## src/rtl/display_pkg.sv

```systemverilog
// Shared display definitions: FSM states, seven-segment glyphs and the
// representable range of a 4-digit signed display.
package display_pkg;

    typedef enum logic [1:0] {
        S_IDLE,
        S_CHECK,
        S_SHIFT,
        S_ENCODE
    } state_t;

    localparam int DIGITS = 4;

    // Segment bit order: bit 0 = a ... bit 6 = g, active-high.
    localparam logic [6:0] SEG_0     = 7'h3F;
    localparam logic [6:0] SEG_1     = 7'h06;
    localparam logic [6:0] SEG_2     = 7'h5B;
    localparam logic [6:0] SEG_3     = 7'h4F;
    localparam logic [6:0] SEG_4     = 7'h66;
    localparam logic [6:0] SEG_5     = 7'h6D;
    localparam logic [6:0] SEG_6     = 7'h7D;
    localparam logic [6:0] SEG_7     = 7'h07;
    localparam logic [6:0] SEG_8     = 7'h7F;
    localparam logic [6:0] SEG_9     = 7'h6F;
    localparam logic [6:0] SEG_BLANK = 7'h00;
    localparam logic [6:0] SEG_MINUS = 7'h40;
    localparam logic [6:0] SEG_E     = 7'h79;
    localparam logic [6:0] SEG_R     = 7'h50;

    // Largest positive value (9999) and largest negative magnitude (-999),
    // both held as 17-bit magnitudes so -32768 compares without wrapping.
    localparam logic [16:0] RANGE_POS_MAX = 17'd9999;
    localparam logic [16:0] RANGE_NEG_MAX = 17'd999;

    localparam logic [3:0] LAST_ITER = 4'd13;

endpackage

```

## src/rtl/bin_to_segments_if.sv

```systemverilog
// Request/result bundle between the calculator side and bin_to_segments.
interface bin_to_segments_if;
    import display_pkg::*;

    // Handshake: start is a one-cycle request honoured only while busy is low
    // and enable is high; done pulses once for the cycle the results update.
    logic        enable;
    logic        start;
    logic [15:0] value;
    logic        busy;
    logic        done;
    logic        overflow;
    logic        negative;
    logic [15:0] bcd_out;
    logic [31:0] segment_data;
    state_t      state;

    modport master (
        output enable, start, value,
        input  busy, done, overflow, negative, bcd_out, segment_data, state
    );

    modport slave (
        input  enable, start, value,
        output busy, done, overflow, negative, bcd_out, segment_data, state
    );

endinterface

```

## src/rtl/seg7_encode.sv

```systemverilog
// One BCD digit to seven segments; non-decimal codes and blanked digits are dark.
module seg7_encode
    import display_pkg::*;
(
    input  logic [3:0] bcd,
    input  logic       blank,
    output logic [6:0] seg
);

    always_comb begin
        seg = SEG_BLANK;
        if (!blank) begin
            case (bcd)
                4'd0:    seg = SEG_0;
                4'd1:    seg = SEG_1;
                4'd2:    seg = SEG_2;
                4'd3:    seg = SEG_3;
                4'd4:    seg = SEG_4;
                4'd5:    seg = SEG_5;
                4'd6:    seg = SEG_6;
                4'd7:    seg = SEG_7;
                4'd8:    seg = SEG_8;
                4'd9:    seg = SEG_9;
                default: seg = SEG_BLANK;
            endcase
        end
    end

endmodule

```

## src/rtl/bin_to_segments.sv

```systemverilog
// Signed 16-bit value to 4-digit seven-segment word via sequential
// double-dabble, with leading-zero blanking, minus sign and "Err".
module bin_to_segments
    import display_pkg::*;
#(
    parameter bit         LZ_BLANK = 1'b1,
    parameter logic [3:0] DP_MASK  = 4'b0000
) (
    input  logic             clk,
    input  logic             rst,
    bin_to_segments_if.slave bus
);

    state_t      state;
    state_t      state_next;

    logic [15:0] val_q;
    logic [13:0] mag_q;
    logic [15:0] bcd_q;
    logic [3:0]  cnt_q;
    logic        neg_q;
    logic        ovf_q;

    logic        done_q;
    logic        overflow_q;
    logic        negative_q;
    logic [15:0] bcd_out_q;
    logic [31:0] seg_q;

    logic [16:0] val_ext;
    logic [16:0] mag17;
    logic        out_of_range;
    logic [15:0] bcd_adj;
    logic [3:0]  blank;
    logic [6:0]  seg_digit [DIGITS];
    logic [31:0] seg_word;

    assign val_ext      = {val_q[15], val_q};
    assign mag17        = val_q[15] ? (17'd0 - val_ext) : val_ext;
    assign out_of_range = val_q[15] ? (mag17 > RANGE_NEG_MAX) : (mag17 > RANGE_POS_MAX);

    always_comb begin
        bcd_adj = bcd_q;
        for (int i = 0; i < DIGITS; i++) begin
            if (bcd_q[4*i +: 4] >= 4'd5) begin
                bcd_adj[4*i +: 4] = bcd_q[4*i +: 4] + 4'd3;
            end
        end
    end

    // A digit goes dark only when it and every digit above it are zero.
    assign blank[3] = LZ_BLANK && (bcd_q[15:12] == 4'd0);
    assign blank[2] = blank[3] && (bcd_q[11:8] == 4'd0);
    assign blank[1] = blank[2] && (bcd_q[7:4] == 4'd0);
    assign blank[0] = 1'b0;

    for (genvar g = 0; g < DIGITS; g++) begin : g_digit
        seg7_encode u_enc (
            .bcd   (bcd_q[4*g +: 4]),
            .blank (blank[g]),
            .seg   (seg_digit[g])
        );
    end

    always_comb begin
        seg_word = '0;
        for (int i = 0; i < DIGITS; i++) begin
            seg_word[8*i +: 8] = {DP_MASK[i], seg_digit[i]};
        end
        if (neg_q) begin
            seg_word[31:24] = {DP_MASK[3], SEG_MINUS};
        end
        if (ovf_q) begin
            seg_word = {1'b0, SEG_E, 1'b0, SEG_R, 1'b0, SEG_R, 1'b0, SEG_BLANK};
        end
    end

    always_comb begin
        state_next = state;
        case (state)
            S_IDLE:   if (bus.start) state_next = S_CHECK;
            S_CHECK:  state_next = out_of_range ? S_ENCODE : S_SHIFT;
            S_SHIFT:  if (cnt_q == LAST_ITER) state_next = S_ENCODE;
            S_ENCODE: state_next = S_IDLE;
            default:  state_next = S_IDLE;
        endcase
    end

    always_ff @(posedge clk) begin
        if (!rst) begin
            state <= S_IDLE;
        end else if (bus.enable) begin
            state <= state_next;
        end
    end

    always_ff @(posedge clk) begin
        if (!rst) begin
            val_q      <= '0;
            mag_q      <= '0;
            bcd_q      <= '0;
            cnt_q      <= '0;
            neg_q      <= 1'b0;
            ovf_q      <= 1'b0;
            done_q     <= 1'b0;
            overflow_q <= 1'b0;
            negative_q <= 1'b0;
            bcd_out_q  <= '0;
            seg_q      <= '0;
        end else if (bus.enable) begin
            done_q <= 1'b0;
            case (state)
                S_IDLE: begin
                    if (bus.start) val_q <= bus.value;
                end
                S_CHECK: begin
                    neg_q <= val_q[15];
                    ovf_q <= out_of_range;
                    mag_q <= mag17[13:0];
                    bcd_q <= '0;
                    cnt_q <= '0;
                end
                S_SHIFT: begin
                    {bcd_q, mag_q} <= {bcd_adj, mag_q} << 1;
                    cnt_q          <= cnt_q + 4'd1;
                end
                S_ENCODE: begin
                    done_q     <= 1'b1;
                    overflow_q <= ovf_q;
                    negative_q <= neg_q & ~ovf_q;
                    bcd_out_q  <= ovf_q ? 16'd0 : bcd_q;
                    seg_q      <= seg_word;
                end
                default: ;
            endcase
        end
    end

    assign bus.busy         = (state != S_IDLE);
    assign bus.done         = done_q;
    assign bus.overflow     = overflow_q;
    assign bus.negative     = negative_q;
    assign bus.bcd_out      = bcd_out_q;
    assign bus.segment_data = seg_q;
    assign bus.state        = state;

endmodule

```

## src/flat_wrapper.sv

```systemverilog
// flat-port wrapper written by rule: the top's interface ports become plain ports
module bin_to_segments_flat import display_pkg::*;
#(
    parameter bit         LZ_BLANK = 1'b1,
    parameter logic [3:0] DP_MASK  = 4'b0000
)
  (clk, rst, bus_enable, bus_start, bus_value, bus_busy, bus_done, bus_overflow, bus_negative, bus_bcd_out, bus_segment_data, bus_state);
  bin_to_segments_if bus_i ();
  input  logic clk;
  input  logic rst;
  input wire logic [$bits(bus_i.enable)-1:0] bus_enable;
  input wire logic [$bits(bus_i.start)-1:0] bus_start;
  input wire logic [$bits(bus_i.value)-1:0] bus_value;
  output wire logic [$bits(bus_i.busy)-1:0] bus_busy;
  output wire logic [$bits(bus_i.done)-1:0] bus_done;
  output wire logic [$bits(bus_i.overflow)-1:0] bus_overflow;
  output wire logic [$bits(bus_i.negative)-1:0] bus_negative;
  output wire logic [$bits(bus_i.bcd_out)-1:0] bus_bcd_out;
  output wire logic [$bits(bus_i.segment_data)-1:0] bus_segment_data;
  output wire logic [$bits(bus_i.state)-1:0] bus_state;
  assign bus_i.enable = bus_enable;
  assign bus_i.start = bus_start;
  assign bus_i.value = bus_value;
  assign bus_busy = bus_i.busy;
  assign bus_done = bus_i.done;
  assign bus_overflow = bus_i.overflow;
  assign bus_negative = bus_i.negative;
  assign bus_bcd_out = bus_i.bcd_out;
  assign bus_segment_data = bus_i.segment_data;
  assign bus_state = bus_i.state;
  bin_to_segments #(.LZ_BLANK(LZ_BLANK), .DP_MASK(DP_MASK)) u_core (.clk(clk), .rst(rst), .bus(bus_i));
endmodule
```

## config.mk

```make
export PLATFORM = sky130hd
export DESIGN_NAME = bin_to_segments_flat
export DESIGN_NICKNAME = d
export VERILOG_FILES = /design/src/rtl/display_pkg.sv /design/src/rtl/bin_to_segments_if.sv /design/src/rtl/seg7_encode.sv /design/src/rtl/bin_to_segments.sv /design/src/flat_wrapper.sv
export SDC_FILE = /design/constraint.sdc
export NUM_CORES = 1
export LEC_CHECK = 0
export BUFFER_PORTS_ARGS = -buffer_cell sky130_fd_sc_hd__buf_2
export CORE_ASPECT_RATIO = 1.1
export CORE_MARGIN = 4
export CORE_UTILIZATION = 40
export DETAILED_ROUTE_END_ITERATION = 6
export SLEW_MARGIN = 20
export SYNTH_ARGS = -nofsm -noshare
export SYNTH_HDL_FRONTEND = slang
export SYNTH_SLANG_ARGS = --single-unit
```

## constraint.sdc

```tcl
create_clock -name clk -period 2.7 [get_ports clk]
set_input_delay 0.54 -clock clk [delete_from_list [all_inputs] [get_ports clk]]
set_output_delay 0.54 -clock clk [all_outputs]
set_load 0.02 [all_outputs]
```

==> results of run 1 <==
==> timing repair <==
item	CTS	global route
resized for setup	0	1
setup endpoints to repair	0	1
hold buffers	0	0
==> cell families after synthesis <==
group / Yosys count / synth area share, %
AO/OA/AOI/OAI: 215 / 20.76
AND/OR/NAND/NOR: 283 / 21.05
other: 1 / 0.05724
flip-flops: 129 / 39.42
XOR/XNOR: 21 / 2.808
adder cells (fa/ha/maj): 41 / 7.830
multiplexers: 11 / 1.700
buffers and inverters: 99 / 6.379
==> worst paths after layout <==
check | to | slack [ns] | cells after the start
hold / removal | u_core.val_q[10] | 0.36 | 3
setup / recovery | flop | 0.21 | 10
hold reg to reg | u_core.bus.segment_data[4] | 0.45 | 2
setup reg to reg | flop | 0.21 | 10
==> routing by layer <==
metal / vias to the layer above / part of all wire [%] / routed length (µm) / GRT usage (%)
met3: 21 / 4.1 / 665 / 4.580
li1: 2918 / - / - / -
met5: - / 0 / 0 / 0
met4: 0 / 1.7 / 280 / 6.619
met1: 2671 / 48 / 7809 / 24.31
met2: 105 / 46 / 7380 / 27.80
==> layout make-up <==
type                            instances  area share [%]
Multi-Input combinational cell        575           45.67
Tap cell                              200           3.206
Clock buffer                           18           5.627
Sequential cell                       129           33.09
Inverter                               38           1.828
Clock inverter                         13           2.405
Timing Repair Buffer                  108           8.176
==> cell usage after synthesis, types with 8 or more instances <==
master    instances
dfxtp_1         129
nand2_1          93
a21oi_1          86
nor2_1           73
o21ai_0          44
clkbuf_1         41
ha_1             41
inv_1            37
nand3_1          23
nand3b_1         20
a22oi_1          17
nor3_1           17
xnor2_1          13
mux2i_1          10
nand2b_1         10
and2_1            9
o311ai_0          9
buf_1             8
xor2_1            8
==> power by group <==
| group | total (mW) | internal (mW) | switching (mW) | leakage, nW |
|---|---|---|---|---|
| sequential | 1.95 | 1.93 | 0.0218 | 1.04 |
| combinational | 0.401 | 0.149 | 0.253 | 1.90 |
| clock | 2.42 | 1.56 | 0.861 | 0.298 |
| total | 4.78 | 3.64 | 1.14 | 3.24 |
==> cell usage in the layout (no fill, tap or decap), types with 4 or more instances in the layout <==
cell type  netlist  final
and2_1           9      9
a21o_1           7      7
inv_1           37     36
xor2_1           8      8
o21a_1           4      4
and3_1           6      6
nand3_1         23     23
nand2_1         93     92
buf_2            4     69
nor3_1          17     17
o311ai_0         9      9
nor2_1          73     73
a211oi_1         7      7
nor2b_1          4      4
clkinv_4         0      4
xnor2_1         13     13
or3_1            4      4
nand2b_1        10     10
o211ai_1         7      7
clkbuf_16        0     17
o21ai_0         44     44
nand3b_1        20     20
conb_1           1      4
mux2i_1         10     10
a21oi_1         86     86
nor3b_1          5      5
dfxtp_1        129    129
buf_4            4     39
a22oi_1         17     17
ha_1            41     41
bufinv_16        0      4
==> per-stage QoR <==
| stage | total power, mW | std cells | setup slack (ns) | util [%] | area (µm²) |
|---|---|---|---|---|---|
| 2_1_floorplan | 2.285 | 803 | 0.1163 | - | 6563 |
| 3_3_place_gp | 2.387 | 1050 | 0.2731 | 45.26 | 7176 |
| 3_5_place_dp | 2.389 | 1050 | 0.2445 | 45.26 | 7176 |
| 4_1_cts | 4.831 | 1081 | 0.2306 | 49.21 | 7802 |
| 5_1_grt | 4.960 | 1081 | 0.06059 | 49.23 | 7805 |
| 6_report | 4.775 | 1081 | 0.2072 | 49.23 | 7805 |
==> critical path, delay by kind of cell, from the launching register on <==
family | cells | cell delay (ns)
fa+ha+maj | 2 | 0.46
buf+inv | 2 | 0.24
simple gates | 2 | 0.57
flops | 1 | 0.39
compound gates | 4 | 0.70
==> impl_results.md, run 1 <==
- Status: complete, no violations
- Initial DRC Count: 378
- Layout cells sized above 1: 17.37%
- Synth unique cells: 64
- FF+latch area: 2582 µm²
- Post-synth ARST share: 0%
- Yosys warnings: 0
- CP Cell Sequence: inv_1, ha_1, nand2b_1, or3b_2, a21oi_1, o21a_1, inv_1, ha_1, a22oi_1, o221ai_1
- Clock Sinks: 129
- Top cell type's share of synthesized area: 39.42%
- WL final: 16140 µm
- Synth area leaders: dfxtp_1 39%, ha_1 7.8%, a21oi_1 6.6%
- Worst Path Arrival: 2.78 ns
- Initial Utilization: 41.32%
- FMAX: 0.4011 GHz
- Final hold vios: 0
- Primary FF master, synth: dfxtp_1
- Post-detail-place hpwl: 11330 µm
- Tmin final: 2.493 ns
- Syn Std Cell Area: 6551 µm²
- Total Neg Setup Slack: 0 ns
- NumNets Final: 930
- Die ar.: 18490 µm²
- Tightest Pin Transition: 0.6283 ns
- Vias in the first global route: 5402
- First drt pass iteration count: 5
- Endpoint type of the worst setup path: flop
- Worst Skew: 0.006945 ns
- Mapped Avg Cell Area: 8.189 µm²
- Chip width: 130.0 µm
- Slowest-stage cell, CP: or3b_2
- Critical path class: flop to flop
- GRT overflow: 0
- Worst Setup Start Kind: flop
- Slew headroom: 58.00%
- # H-tree levels: 4
- Pwr Density: 611.8 nW/µm²
- Tot GR Track Use: 18.01%
- Vias per inst: 5.287
- Clk buf depth: 2
- Final setup fails: 0
- Hold Path Class: input port to flop
- Critical path launch point: u_core.bcd_q[9]
- Worst Path Required: 2.98 ns
- Fill cells: 1552
- Post-CTS Setup Inserts: 0
- Area of the multi-input gates: 3565 µm²
- Syn-to-layout area delta: 19.14%
- Post-Syn Instances: 800
- Min Hold Slack: 0.3571 ns
- Crit path max fanout: 5
- RSZ-0062 raised after global routing: no
- Cell taking the most area after synthesis: dfxtp_1
- First-pass GRT wire length: 26880 µm
- #FFs+latches synth: 129
- Drt drc: 0
- Pleak: 3.244 nW
- DR vias: 5715
- Worst vdd rail ir drop: 0.4373 mV
- TritonCTS Buffers: 17
- Antenna violations before repair: 0
- Global placement routability congestion: 0.8659
- EDFF count, synth: 0
- CTS root buf: clkbuf_16
- Port bufs: 69
- CTS tree: yes
- Core footprint: 15860 µm²
- Critical Path Max Stage Delay: 0.45 ns
- Max cap viols: 0
- Worst-path clk slew: 0.06 ns
- Largest net degree at the start of global routing: 45
- Slew Viols, Final: 0
- Worst skew pair latency: 0.42 ns
- Diode count: 0
- Num rows: 48
- Drt wl/cell: 14.93 µm
- R2r startpoint: u_core.bcd_q[9]
- Seq/Total Area, Yosys: 39.42%
- Io pins: 74
- Die Span Y: 142.2 µm
- Crit share post-route: 92.33%
- Min-delay src: bus_value[10]
- Antenna viol nets, final: 0
(Power assumes the default switching activity.)
==> run 2: changes to the inputs <==
==> constraint.sdc (replaced) <==
create_clock -name clk -period 2.05 [get_ports clk]
set_input_delay 0.41 -clock clk [delete_from_list [all_inputs] [get_ports clk]]
set_output_delay 0.41 -clock clk [all_outputs]
set_load 0.02 [all_outputs]
==> run 2 against run 1 <==
The run now ends with setup timing left. Register-to-register slack worse by 0.29 ns. Via count is 9.1% higher. Clock skew is 0.0013 ns higher. Maximum frequency is 17% higher. Sequential share of layout area is 5.1 points lower. Final cell count is 8.4% higher. Global-route usage is 2.0 points higher. Sequential cell count stayed put. Final area is 19% higher. Critical path type unchanged.
==> impl_results.md, run 2 (same netlist as run 1, synthesis figures left out) <==
- Initial DRC Count: 345 (was 378)
- Pwr Density: 684.9 nW/µm² (was 611.8 nW/µm²)
- Status: finished, violations left (was complete, no violations)
- Tmin final: 2.136 ns (was 2.493 ns)
- Final Util: 58.70% (was 49.23%)
- Non-filler instance count after layout: 1172 (was 1081)
- Io pins: 74 (unchanged)
- Worst vdd rail ir drop: 0.6043 mV (was 0.4373 mV)
- Num rows: 48 (unchanged)
- Antenna viol nets, final: 0 (unchanged)
- Chip width: 130.0 µm (unchanged)
- Tot Pwr: 6.374 mW (was 4.775 mW)
- Global placement routability congestion: 0.8642 (was 0.8659)
- Cells after DPL: 1120 (was 1050)
- Clock Sinks: 129 (unchanged)
- DP Worst Slack: -0.1658 ns (was 0.2445 ns)
- Crit path max fanout: 5 (unchanged)
- Pleak: 3.842 nW (was 3.244 nW)
- Worst Skew: 0.008213 ns (was 0.006945 ns)
- Critical path class: flop to flop (unchanged)
- Antenna violations before repair: 0 (unchanged)
- Die Span Y: 142.2 µm (unchanged)
- Failing checks: setup timing
- RSZ-0062 raised after global routing: yes (was no)
- Port bufs: 69 (unchanged)
- FMAX: 0.4683 GHz (was 0.4011 GHz)
- Max cap viols: 0 (unchanged)
- Syn-to-layout area delta: 42.06% (was 19.14%)
- NumNets Final: 1020 (was 930)
- Setup WS post-layout: -0.08556 ns (was 0.2072 ns)
- Placed Area: 7815 µm² (was 7176 µm²)
- Slew Viols, Final: 0 (unchanged)
- CTS root buf: clkbuf_16 (unchanged)
- DR vias: 6235 (was 5715)
- Clk buf depth: 2 (unchanged)
- Drt wl/cell: 15.80 µm (was 14.93 µm)
- Total Neg Setup Slack: -0.1444 ns (was 0 ns)
- Min Hold Slack: 0.2244 ns (was 0.3571 ns)
- Core footprint: 15860 µm² (unchanged)
- # H-tree levels: 4 (unchanged)
- Tot GR Track Use: 19.96% (was 18.01%)
- Layout cells sized above 1: 38.89% (was 17.37%)
- Worst-path clk slew: 0.06 ns (about the same)
- Crit share post-route: 104.2% (was 92.33%)
- Final Instance Area: 9306 µm² (was 7805 µm²)
- Die ar.: 18490 µm² (unchanged)
- Most frequent cells in the layout: 118 x dfxtp_1, 117 x buf_4, 90 x nand2_1, 80 x a21oi_1, 69 x buf_2 (was 129 x dfxtp_1, 92 x nand2_1, 86 x a21oi_1, 73 x nor2_1, 69 x buf_2)
- Worst skew pair latency: 0.42 ns (about the same)
- First-pass GRT wire length: 29840 µm (was 26880 µm)
- Final setup fails: 4 (was 0)
- TritonCTS Buffers: 17 (unchanged)
- Hold Path Class: input port to flop (unchanged)
- First drt pass iteration count: 5 (unchanged)
- Worst Path Arrival: 2.43 ns (was 2.78 ns)
- Drt drc: 0 (unchanged)
- Initial Utilization: 41.32% (unchanged)
- Diode count: 0 (unchanged)
- Largest net degree at the start of global routing: 48 (was 45)
- Vias per inst: 5.320 (was 5.287)
- Post-detail-place hpwl: 12380 µm (was 11330 µm)
- Worst Path Required: 2.35 ns (was 2.98 ns)
- Final hold vios: 0 (unchanged)
- GRT overflow: 0 (unchanged)
- CTS tree: yes (unchanged)
- WL final: 18520 µm (was 16140 µm)
- Worst Setup Start Kind: flop (unchanged)
- Most common cell after layout, fill and taps aside: dfxtp_1 (unchanged)
- Vias in the first global route: 6151 (was 5402)
- Endpoint type of the worst setup path: flop (unchanged)
run 2: changes by cell type in the layout (fill, tap and decap cells not counted), sizes merged:
cell,previous run,this run
clkinv,7,5
clkinvlp,3,6
clkbuf,18,20
bufinv,4,2
buf,108,198
run 2: critical path: stages, from the launching register on:
cell and delay [ns]:
dfxtp_4 0.37, inv_4 0.04, ha_4 0.28, and2_4 0.19, nand2_4 0.09, nor3_4 0.14
o21a_1 0.23, inv_2 0.10, ha_4 0.17, o2bb2ai_2 0.10, a221o_1 0.30
run 2: per-layer routing:
layer	wire (µm)	GRT usage (%)	part of all wire (%)
met1	7992	24.03	43
met2	9517	34.60	51
met3	603	4.017	3.3
met4	406	8.042	2.2
met5	0	0	0
run 2: area by class of cell:
type,instances,area [µm²]
clock buffer,20,489.2
clock inverter,12,128.9
fill,1408,6549
inverter,38,165.2
multi-input combinational,575,4282
sequential,129,2606
tap,200,250.2
timing repair buffer,198,1385
run 2: worst paths after layout:
check	to	slack, ns	cells past startpoint	from
worst max-delay path	flop	-0.09	10	u_core.bus.state[1]
worst min-delay path	u_core.val_q[7]	0.22	3	bus_value[7]
worst max register to register	flop	-0.09	10	u_core.bus.state[1]
worst min register to register	u_core.bus.segment_data[6]	0.45	2	u_core.bus.segment_data[6]
run 2: timing repair:
| action | CTS | global route |
|---|---|---|
| buffers inserted | 8 | 14 |
| hold buffers | 0 | 0 |
| endpoints found under the setup margin | 30 | 38 |
| gates resized for setup | 62 | 105 |
| pin swaps | 32 | 43 |
run 2: power by group:
group / internal [mW] / switching (mW)
Sequential: 2.54 / 0.0282
Clock: 1.96 / 1.18
Combinational: 0.289 / 0.384
Total: 4.79 / 1.59
